===== src/rtl/accum_datapath.sv =====
// rtl/accum_datapath.sv - toggle-event calculator datapath with saturating accumulator and BCD display
module accum_datapath #(
    parameter int N_WIDTH   = 8,
    parameter int ACC_WIDTH = 10
) (
    input  logic                 clk,
    input  logic                 rst_n,
    input  logic                 store,
    input  logic                 update,
    input  logic                 show,
    input  logic                 reset,
    input  logic [N_WIDTH-1:0]   number,
    output logic [ACC_WIDTH-1:0] acc_out,
    output logic                 show_total,
    output logic                 overflow,
    output logic [15:0]          disp_bcd,
    output logic                 bcd_valid,
    output logic                 busy
);

    localparam int SR_W  = 16 + ACC_WIDTH;
    localparam int CNT_W = $clog2(ACC_WIDTH + 1);

    typedef enum logic [1:0] {
        IDLE = 2'd0,
        CONV = 2'd1,
        DONE = 2'd2
    } state_t;

    // previous toggle levels
    logic prev_store_q, prev_update_q, prev_show_q, prev_reset_q;

    // calculator state
    logic [ACC_WIDTH-1:0] acc_q, acc_d;
    logic                 overflow_q, overflow_d;
    logic                 show_total_q, show_total_d;

    // conversion engine state
    state_t               state_q, state_d;
    logic [SR_W-1:0]      sr_q, sr_d;
    logic [CNT_W-1:0]     cnt_q, cnt_d;
    logic [ACC_WIDTH-1:0] cvt_src_q, cvt_src_d;
    logic [15:0]          disp_bcd_q, disp_bcd_d;
    logic                 bcd_valid_q, bcd_valid_d;

    logic                 ev_store, ev_update, ev_show, ev_reset;
    logic [ACC_WIDTH:0]   sum;
    logic [ACC_WIDTH-1:0] disp_val;
    logic [SR_W-1:0]      sr_adj;
    logic [3:0]           nib;

    // a level change on any toggle line is one event
    always_comb begin
        ev_store  = store  ^ prev_store_q;
        ev_update = update ^ prev_update_q;
        ev_show   = show   ^ prev_show_q;
        ev_reset  = reset  ^ prev_reset_q;
    end

    // command execution: reset beats store, store beats update, show is independent
    always_comb begin
        acc_d        = acc_q;
        overflow_d   = overflow_q;
        show_total_d = show_total_q;
        sum          = {1'b0, acc_q} + (ACC_WIDTH + 1)'(number);
        if (ev_reset) begin
            acc_d        = '0;
            overflow_d   = 1'b0;
            show_total_d = 1'b0;
        end else begin
            if (ev_store) begin
                acc_d      = ACC_WIDTH'(number);
                overflow_d = 1'b0;
            end else if (ev_update) begin
                if (sum[ACC_WIDTH]) begin
                    acc_d      = '1;
                    overflow_d = 1'b1;
                end else begin
                    acc_d = sum[ACC_WIDTH-1:0];
                end
            end
            if (ev_show) begin
                show_total_d = ~show_total_q;
            end
        end
    end

    // value that the display should currently show
    always_comb begin
        disp_val = show_total_q ? acc_q : ACC_WIDTH'(number);
    end

    // double-dabble conversion FSM: start, ACC_WIDTH shift steps, publish
    always_comb begin
        state_d     = state_q;
        sr_d        = sr_q;
        cnt_d       = cnt_q;
        cvt_src_d   = cvt_src_q;
        disp_bcd_d  = disp_bcd_q;
        bcd_valid_d = bcd_valid_q;
        sr_adj      = sr_q;
        nib         = '0;
        case (state_q)
            IDLE: begin
                if ((disp_val != cvt_src_q) || !bcd_valid_q) begin
                    cvt_src_d   = disp_val;
                    sr_d        = {16'b0, disp_val};
                    cnt_d       = CNT_W'(ACC_WIDTH);
                    bcd_valid_d = 1'b0;
                    state_d     = CONV;
                end
            end
            CONV: begin
                for (int i = 0; i < 4; i++) begin
                    nib = sr_q[ACC_WIDTH + 4*i +: 4];
                    if (nib >= 4'd5) begin
                        sr_adj[ACC_WIDTH + 4*i +: 4] = nib + 4'd3;
                    end
                end
                sr_d  = {sr_adj[SR_W-2:0], 1'b0};
                cnt_d = cnt_q - 1'b1;
                if (cnt_d == '0) begin
                    state_d = DONE;
                end
            end
            DONE: begin
                disp_bcd_d  = sr_q[SR_W-1:ACC_WIDTH];
                bcd_valid_d = 1'b1;
                state_d     = IDLE;
            end
            default: begin
                state_d = IDLE;
            end
        endcase
    end

    // state registers; reset captures the toggle levels so release creates no events
    always_ff @(posedge clk) begin
        prev_store_q  <= store;
        prev_update_q <= update;
        prev_show_q   <= show;
        prev_reset_q  <= reset;
        if (!rst_n) begin
            acc_q        <= '0;
            overflow_q   <= 1'b0;
            show_total_q <= 1'b0;
            state_q      <= IDLE;
            sr_q         <= '0;
            cnt_q        <= '0;
            cvt_src_q    <= '0;
            disp_bcd_q   <= 16'h0000;
            bcd_valid_q  <= 1'b0;
        end else begin
            acc_q        <= acc_d;
            overflow_q   <= overflow_d;
            show_total_q <= show_total_d;
            state_q      <= state_d;
            sr_q         <= sr_d;
            cnt_q        <= cnt_d;
            cvt_src_q    <= cvt_src_d;
            disp_bcd_q   <= disp_bcd_d;
            bcd_valid_q  <= bcd_valid_d;
        end
    end

    assign acc_out    = acc_q;
    assign overflow   = overflow_q;
    assign show_total = show_total_q;
    assign disp_bcd   = disp_bcd_q;
    assign bcd_valid  = bcd_valid_q;
    assign busy       = (state_q != IDLE);

endmodule


===== config.mk =====
export PLATFORM = sky130hd
export DESIGN_NAME = accum_datapath
export DESIGN_NICKNAME = d
export VERILOG_FILES = /design/src/rtl/accum_datapath.sv
export SDC_FILE = /design/constraint.sdc
export NUM_CORES = 1
export LEC_CHECK = 0
export CAP_MARGIN = 20
export CORE_MARGIN = 2
export CORE_UTILIZATION = 50
export CTS_CLUSTER_DIAMETER = 40
export DETAILED_ROUTE_END_ITERATION = 8
export GPL_ROUTABILITY_DRIVEN = 1
export MAX_ROUTING_LAYER = met4
export PLACE_DENSITY = 0.73
export SYNTH_ARGS = -nofsm -noshare
export SYNTH_HDL_FRONTEND = slang
export SYNTH_SLANG_ARGS = --single-unit

===== constraint.sdc =====
create_clock -name clk -period 4.01 [get_ports clk]
set_clock_uncertainty 0.15 [all_clocks]
set_input_delay 0.401 -clock clk [delete_from_list [all_inputs] [get_ports clk]]
set_output_delay 0.401 -clock clk [all_outputs]
set_load 0.02 [all_outputs]

# Word-level counts from Yosys, hierarchy flattened
# Cells that the tools add are included.
dict set report word_totals {
  ff_bits 75
  out_inout_bits 30
  elab_cells 67
  input_bits 14
}
dict set report classes {
  eq_ne 5
  add_sub_neg 6
  reduce_logical 15
  order_cmp 4
  bitwise_logic 6
  n_mux 17
}
# op n
set ops {}
lappend ops {{$pmux 26 s2} 1}
lappend ops {{$mux 26} 1}
lappend ops {{$mux 10} 2}
lappend ops {{$ge 4x3->1 const B} 4}
lappend ops {{$mux 4} 4}
lappend ops {{$mux 8} 2}
lappend ops {{$add 4x2->4 const B} 3}
lappend ops {{$add 10x8->11} 1}
lappend ops {{$ne 10x10->1} 1}
lappend ops {{$reduce_and 2->1} 5}
lappend ops {{$pmux 4 s2} 1}
lappend ops {{$reduce_bool 2->1} 4}
lappend ops {{$logic_not 4->1} 1}
lappend ops {{$mux 2} 2}
lappend ops {{$ne 2x2->1 const B} 2}
lappend ops {{$pmux 2 s2} 1}
lappend ops {{$sub 4x1->4 const B} 1}
lappend ops {{$xor 1x1->1} 4}
lappend ops {{$add 3x2->3 const B} 1}
lappend ops {{$mux 3} 1}
lappend ops {{$reduce_or 3->1} 1}
lappend ops {{$eq 2x1->1 const B} 1}
lappend ops {{$eq 2x2->1 const B} 1}
lappend ops {{$logic_not 2->1} 1}
lappend ops {{6 further kinds} 7}

# Depth between registers and ports, before layout
# Gate-level depths: netlist of the first run.
dict set report depth {
  ltp_word 5
  depth_mapped 9
  ltp_nobuf 8
}

# Least setup slack after synthesis of the first run
# OpenSTA, ideal clock, no wires.
dict set report synth_timing {
  path_kind {register to register}
  from {register acc_q[0], in the netlist acc_out[0]}
  to {register acc_q[8], in the netlist acc_out[8]}
  setup_slack_ps 1686
  path_stages_with_launch 9
  t_arrival_ps 2039
  synth_period_minus_slack_ps 2324
  t_required_ps 3725
  n_path_buf 0
  cell_sequence {dfxtp_1 ha_1 fa_1 a211oi_1 o21ai_0 a21oi_1 nor2b_1 o311ai_0 o21ai_0}
}
dict set report synth_between {
  elab_chain_len 2
}
# item line_no
set synth_rtl {}
lappend synth_rtl {{start: declaration} 34} ;# logic [ACC_WIDTH-1:0] acc_q, acc_d;
lappend synth_rtl {{start signal: assignment} 144} ;# acc_q <= '0;
lappend synth_rtl {{start signal: assignment} 154} ;# acc_q <= acc_d;
lappend synth_rtl {{$add 10x8->11} 65} ;# sum = {1'b0, acc_q} + (ACC_WIDTH + 1)'(number);
lappend synth_rtl {{$mux 10} 75} ;# if (sum[ACC_WIDTH]) begin
# No other way between the ends.
# A chain may end at the register's enable or synchronous reset.

# Worst setup path after layout of the first run
dict set report layout_timing {
  from {register show_total_q, in the netlist show_total}
  to {register cvt_src_q[4]}
}
dict set report layout_between {
  elab_chain_len 4
}
# item line_no
set layout_rtl {}
lappend layout_rtl {{start: declaration} 36} ;# logic show_total_q, show_total_d;
lappend layout_rtl {{start signal: assignment} 156} ;# show_total_q <= show_total_d;
lappend layout_rtl {{$mux 10 (*)} 90} ;# disp_val = show_total_q ? acc_q : ACC_WIDTH'(number);
lappend layout_rtl {{$ne 10x10->1} 105} ;# if ((disp_val != cvt_src_q) || !bcd_valid_q) begin
lappend layout_rtl {{$logic_or 1x1->1} 105}
lappend layout_rtl {{$reduce_and 2->1 (no source line)} n/a}
lappend layout_rtl {{end signal: assignment} 160} ;# cvt_src_q <= cvt_src_d;
lappend layout_rtl {{end: declaration} 42} ;# logic [ACC_WIDTH-1:0] cvt_src_q, cvt_src_d;
# Mark *: on every way between the ends. The rest lies on a longest branch, timed or not.

==> summary.md, run 1 <==
| Metric | Value |
|---|---|
| Min Tclk post-route | `3.12 ns` |
| Via/cell ratio | `5.59` |
| LEAKAGE | `0.00173 uW` |
| Synthesis Warnings | `0` |
| Share of layout cells above drive strength 1 | `6.74%` |
| First-pass GRT wire length | `14.1 mm` |
| Seq. cell area | `1500 um^2` |
| Placed Cells | `557` |
| Peak supply drop | `0.236 mV` |
| Hold_buf cts | `0` |
| Post-Syn Area | `3810 um^2` |
| Met2 Wirelength | `3.86 mm` |
| Unrepaired setup endpoints after global routing | `no` |
| I/O pin cnt | `44` |
| CTS tree | `built` |
| DRT antenna net count | `0` |
| Max Freq | `0.321 GHz` |
| Initial core utilization | `52.0%` |
| Syn_nets | `465` |
| Routability Congestion | `0.900` |
| EDFF count, synth | `0` |
| Crit path required time | `4.10 ns` |
| Final Max Slew Viols | `0` |
| Crit end category | `flip-flop` |
| Clock latency on the worst-skew pair | `0.35 ns` |
| Max H-tree Level | `3` |
| Port buffer count | `43` |
| Root Buffer Master | `clkbuf_8` |
| Layout Nets | `503` |
| Full die area | `8330 um^2` |
| # fillers | `654` |
| Share of the synthesized area in the top cell type | `39.4%` |
| Final hold vios | `0` |
| Worst-path fanout max | `17` |
| Uppermost layer routed | `met4` |
| Worst slew margin | `49.2%` |
| Top cells by area, synth | `dfxtp_1, nand2_1, ha_1` |
| Core Rows | `31` |
| Pwr Density | `382 nW/um^2` |
| Cell area after layout | `4530 um^2` |
| Ant. Diodes | `0` |
| DR vias | `3210` |
| Most frequent cell after synthesis | `dfxtp_1` |
| Final wirelength | `8.30 mm` |
| Synth Flop Type | `dfxtp_1` |
| Drt drc | `0` |
| PostCTS Resize Cnt | `0` |
| Vias in the first global route | `3032` |
| CTS Buffer Depth | `2` |
| Routed WL per cell | `14.5 um` |
| Async set-reset flop share out of synthesis | `0%` |
| DRT iter0 DRCs | `244` |
| Post-CTS setup buffer count | `0` |
| CTS sink count | `75` |
| Top post-synthesis cells by count | `dfxtp_1, nand2_1, nor2_1, o21ai_0, ha_1` |
| Mapped Cells | `432` |
| Met3 wire len | `373 um` |
| Largest net degree at the start of global routing | `52` |
| Startpoint Class | `flip-flop` |
| DR pass1 iterations | `5` |
| Least-Margin Pin Slew | `0.760 ns` |
| Status | `completed` |
| Fin Setup TNS | `0 ns` |
| Max Cap Viol | `0` |
| Largest area contributor in the netlist | `dfxtp_1` |
| CTS Buf Count | `9` |
| Worst Hold Class | `reg -> reg` |
| M1 WL | `4.00 mm` |
| Gr ovfl total | `0` |
| Count of final setup violators | `0` |
| GRT Util Overall | `21.2%` |
| Final instance count without filler cells | `574` |
| Die height | `91.3 um` |
| Area occupied by multi-input gates | `2140 um^2` |
| DP HPWL | `5.89 mm` |
| CP arrival | `3.21 ns` |
| DIE WIDTH | `91.3 um` |
| Final period utilization | `77.7%` |
| Clock Pin Slew Worst Setup and Hold Paths | `0.08 ns` |
| Synthesis-to-layout area growth | `19.0%` |
| Setup Crit Path Kind | `reg -> reg` |
| Post-synthesis sequential area ratio | `39.4%` |
| DP Area | `4290 um^2` |
| Netlist cell types | `53` |
| #FFs+latches synth | `75` |
| Antenna violations before repair | `0` |
| Syn avg cell area | `8.82 um^2` |
| Core box area | `7330 um^2` |
path summary, 6_finish.rpt:
check	start	to	slack, ns	depth (start not counted)
setup / recovery	show_total$_SDFFE_PP0P_	cvt_src_q[4]$_SDFFE_PN0P_	0.89	8
hold / removal	disp_bcd[0]$_SDFFE_PN0P_	disp_bcd[0]$_SDFFE_PN0P_	0.31	2
setup reg to reg	show_total$_SDFFE_PP0P_	cvt_src_q[4]$_SDFFE_PN0P_	0.89	8
hold reg to reg	disp_bcd[0]$_SDFFE_PN0P_	disp_bcd[0]$_SDFFE_PN0P_	0.31	2
per-stage QoR:
step | total power (uW) | hold slack [ns] | setup slack [ns] | util (%)
after floorplan | 1020 | 0.279 | 1.69 | -
after global routing | 1800 | 0.344 | 0.663 | 61.8
final | 1730 | 0.313 | 0.893 | 61.8
after CTS | 1740 | 0.318 | 0.892 | 61.7
after global placement | 1090 | 0.301 | 0.924 | 58.4
after detailed placement | 1090 | 0.308 | 0.900 | 58.6
flip-flops by register name, summed over array words and instances, names as in the netlist:
register	flops
disp_bcd	16
overflow	1
cnt_q	4
prev_store_q	1
show_total	1
sr_q	26
prev_show_q	1
prev_reset_q	1
state_q	2
acc_out	10
bcd_valid	1
cvt_src_q	10
prev_update_q	1
critical path, cell delays in order, from the launching register on:
cell      delay, ns
dfxtp_1        0.67
buf_4          0.27
mux2i_1        0.36
xor2_1         0.11
o2111a_1       0.22
a31oi_2        0.68
buf_4          0.34
nand2_1        0.08
o211a_1        0.13
power breakdown:
group	leakage [uW]	internal (uW)	switching, uW
Clock	0.000108	367	282
Sequential	0.000612	775	29.0
Combinational	0.00101	120	157
Total	0.00173	1260	468
cells in the final DEF (no fill, tap or decap), drive strengths merged, types with 3 or more instances in the layout:
master / instances
a211o: 4
a211oi: 9
a21boi: 17
a21oi: 15
a221o: 7
a22o: 4
and3: 6
buf: 6
clkbuf: 10
clkdlybuf4s50: 43
dfxtp: 75
ha: 18
inv: 16
mux2i: 9
nand2: 69
nand2b: 6
nand3: 15
nor2: 27
nor2b: 3
nor3: 6
nor4: 3
nor4b: 4
o211a: 8
o211ai: 4
o21ai: 20
o22ai: 15
xnor2: 17
xor2: 10
metal layers:
metal,vias to the layer above,global-route usage (%)
met5,-,-
met3,9,5.98
li1,1621,-
met1,1501,27.7
met4,0,5.68
met2,79,32.5
cell families (layout without fill, tap and decap cells):
logic type | count (synthesis) | count (layout) | synth area share (%)
buffers and inverters | 38 | 81 | 4.47
xor gates and xnor gates | 27 | 27 | 6.21
muxes | 9 | 9 | 2.66
adders and majority gates | 19 | 19 | 6.44
AOI/OAI and AO/OA | 119 | 119 | 23.0
and+or+nand+nor | 145 | 145 | 17.8
DFF | 75 | 75 | 39.4
cell type report:
cell class	instances	share of cell area, %
Multi-Input combinational cell	319	47.2
Sequential cell	75	33.1
Timing Repair Buffer	49	10.7
Clock buffer	10	3.04
Tap cell	99	2.73
Clock inverter	6	1.96
Inverter	16	1.33
(Power assumes the default switching activity.)
==> run 2, diff against run 1 <==
==> constraint.sdc (replaced) <==
create_clock -name clk -period 2.9 [get_ports clk]
set_clock_uncertainty 0.15 [all_clocks]
set_input_delay 0.29 -clock clk [delete_from_list [all_inputs] [get_ports clk]]
set_output_delay 0.29 -clock clk [all_outputs]
set_load 0.02 [all_outputs]
==> summary.md, run 2 (same netlist as run 1, synthesis figures left out) <==
| Metric | Value |
|---|---|
| Unrepaired setup endpoints after global routing | `no` |
| Startpoint Class | `input port` |
| Final instance count without filler cells | `580 (+1.0%)` |
| Most frequent cells in the layout | `dfxtp_1, nand2_1, clkdlybuf4s50_1` |
| Share of layout cells above drive strength 1 | `7.69% (+0.96 points)` |
| Max Cap Viol | `0 (unchanged)` |
| Gr ovfl total | `0 (unchanged)` |
| Commonest non-fill, non-tap cell in the layout | `dfxtp_1` |
| Peak supply drop | `0.562 mV (+140%)` |
| Ant. Diodes | `0 (unchanged)` |
| Port buffer count | `43 (unchanged)` |
| Final hold vios | `0 (unchanged)` |
| Crit path required time | `2.98 ns (-1.12 ns)` |
| Die height | `91.3 um (unchanged)` |
| Placed Cells | `564 (+1.3%)` |
| CTS Buffer Depth | `2 (unchanged)` |
| DRT antenna net count | `0 (unchanged)` |
| Core box area | `7330 um^2 (unchanged)` |
| CTS sink count | `75 (unchanged)` |
| Max Freq | `0.387 GHz` |
| Fin Setup TNS | `0 ns (unchanged)` |
| DIE WIDTH | `91.3 um (unchanged)` |
| Number of flip-flops under the largest register name | `26 (unchanged)` |
| Vias in the first global route | `2997 (-1.2%)` |
| Final wirelength | `8.68 mm (+4.6%)` |
| Routed WL per cell | `15.0 um (+3.5%)` |
| First-pass GRT wire length | `14.4 mm (+1.7%)` |
| Drt drc | `0 (unchanged)` |
| Via/cell ratio | `5.58 (-0.23%)` |
| Min Tclk post-route | `2.58 ns` |
| DP HPWL | `6.12 mm (+3.9%)` |
| Pwr Density | `555 nW/um^2 (+45%)` |
| Worst slew margin | `27.8% (-21 points)` |
| LEAKAGE | `0.00178 uW (+3.1%)` |
| Root Buffer Master | `clkbuf_8` |
| CP arrival | `2.66 ns (-0.55 ns)` |
| Least-Margin Pin Slew | `1.07 ns (+0.315 ns)` |
| Core Rows | `31 (unchanged)` |
| I/O pin cnt | `44 (unchanged)` |
| Setup Crit Path Kind | `in -> reg` |
| Worst Hold Class | `in -> reg` |
| # fillers | `626 (-4.3%)` |
| GRT Util Overall | `21.9% (+0.62 points)` |
| CTS tree | `built` |
| Clock Pin Slew Worst Setup and Hold Paths | `0.08 ns (about the same)` |
| CTS Buf Count | `9 (unchanged)` |
| Full die area | `8330 um^2 (unchanged)` |
| Routability Congestion | `0.938 (+4.2%)` |
| Status | `completed` |
| Post-CTS setup buffer count | `0 (unchanged)` |
| PostCTS Resize Cnt | `0 (unchanged)` |
| Count of final setup violators | `0 (unchanged)` |
| DR vias | `3236 (+0.81%)` |
| Antenna violations before repair | `0 (unchanged)` |
| Initial core utilization | `52.0% (unchanged)` |
| Layout Nets | `509 (+1.2%)` |
| DR pass1 iterations | `4 (-1)` |
| Final period utilization | `89.1%` |
| Tot Pwr | `2560 uW (+48%)` |
| Final Max Slew Viols | `0 (unchanged)` |
| Max H-tree Level | `3 (unchanged)` |
| Clock latency on the worst-skew pair | `0.35 ns (about the same)` |
| Synthesis-to-layout area growth | `21.3%` |
| Hold_buf cts | `0 (unchanged)` |
| Worst-path fanout max | `3 (-14)` |
| Crit end category | `flip-flop` |
| Largest Register | `sr_q` |
| Largest net degree at the start of global routing | `32 (-38%)` |
| DRT iter0 DRCs | `200 (-18%)` |
==> run 2: cell types whose count changed in the layout (fill, tap and decap cells not counted), sizes merged <==
cell / change
buf: +6
bufinv: +2
clkinvlp: -2
==> run 2: stage by stage <==
stage	hold slack, ns	setup WS, ns	area [um^2]	util [%]
floorplan	0.168	0.576	3810	-
global placement	0.298	0.0528	4360	59.4
detailed placement	0.305	-0.00286	4360	59.4
CTS	0.273	0.361	4620	63.0
global route	0.284	0.148	4620	63.0
finish	0.284	0.315	4620	63.0
==> run 2: path summary, 6_finish.rpt <==
path	from	slack, ns	end	cells past startpoint
max	number[0]	0.32	acc_out[8]$_SDFFE_PP0N_	10
min	show	0.28	prev_show_q$_DFF_P_	1
max reg2reg	acc_out[0]$_SDFFE_PP0P_	0.40	acc_out[8]$_SDFFE_PP0N_	9
min reg2reg	disp_bcd[4]$_SDFFE_PN0P_	0.31	disp_bcd[4]$_SDFFE_PN0P_	2
==> run 2: critical path, stage by stage <==
cell and delay (ns):
clkdlybuf4s50_1 0.45, ha_1 0.25, fa_1 0.40, a211oi_1 0.25
buf_4 0.15, o21ai_0 0.08, a21oi_1 0.25, nor2b_1 0.12
o311ai_0 0.29, o21ai_0 0.13
==> run 2: final cells by class <==
type / count / area, um^2 / share of cell area (%)
well taps: 99 / 124 / 2.68
clock inverters: 6 / 138 / 2.98
repair buffers: 55 / 533 / 11.5
flip-flops and latches: 75 / 1500 / 32.5
clock buffers: 10 / 128 / 2.76
multi-input cells: 319 / 2140 / 46.2
inverters: 16 / 60.1 / 1.30
==> run 2: metal layers <==
layer  vias up  track usage [%]  part of all wire (%)
met5         -                -                     0
met3        11             5.15                   4.3
li1       1627                -                     -
met2        72             34.8                    47
met4         0             5.43                   1.2
met1      1526             28.2                    48
==> run 2: power by group <==
group          total (uW)  switching (uW)  internal, uW
Sequential           1110            36.7          1070
Combinational         400             227           172
Clock                1060             395           662
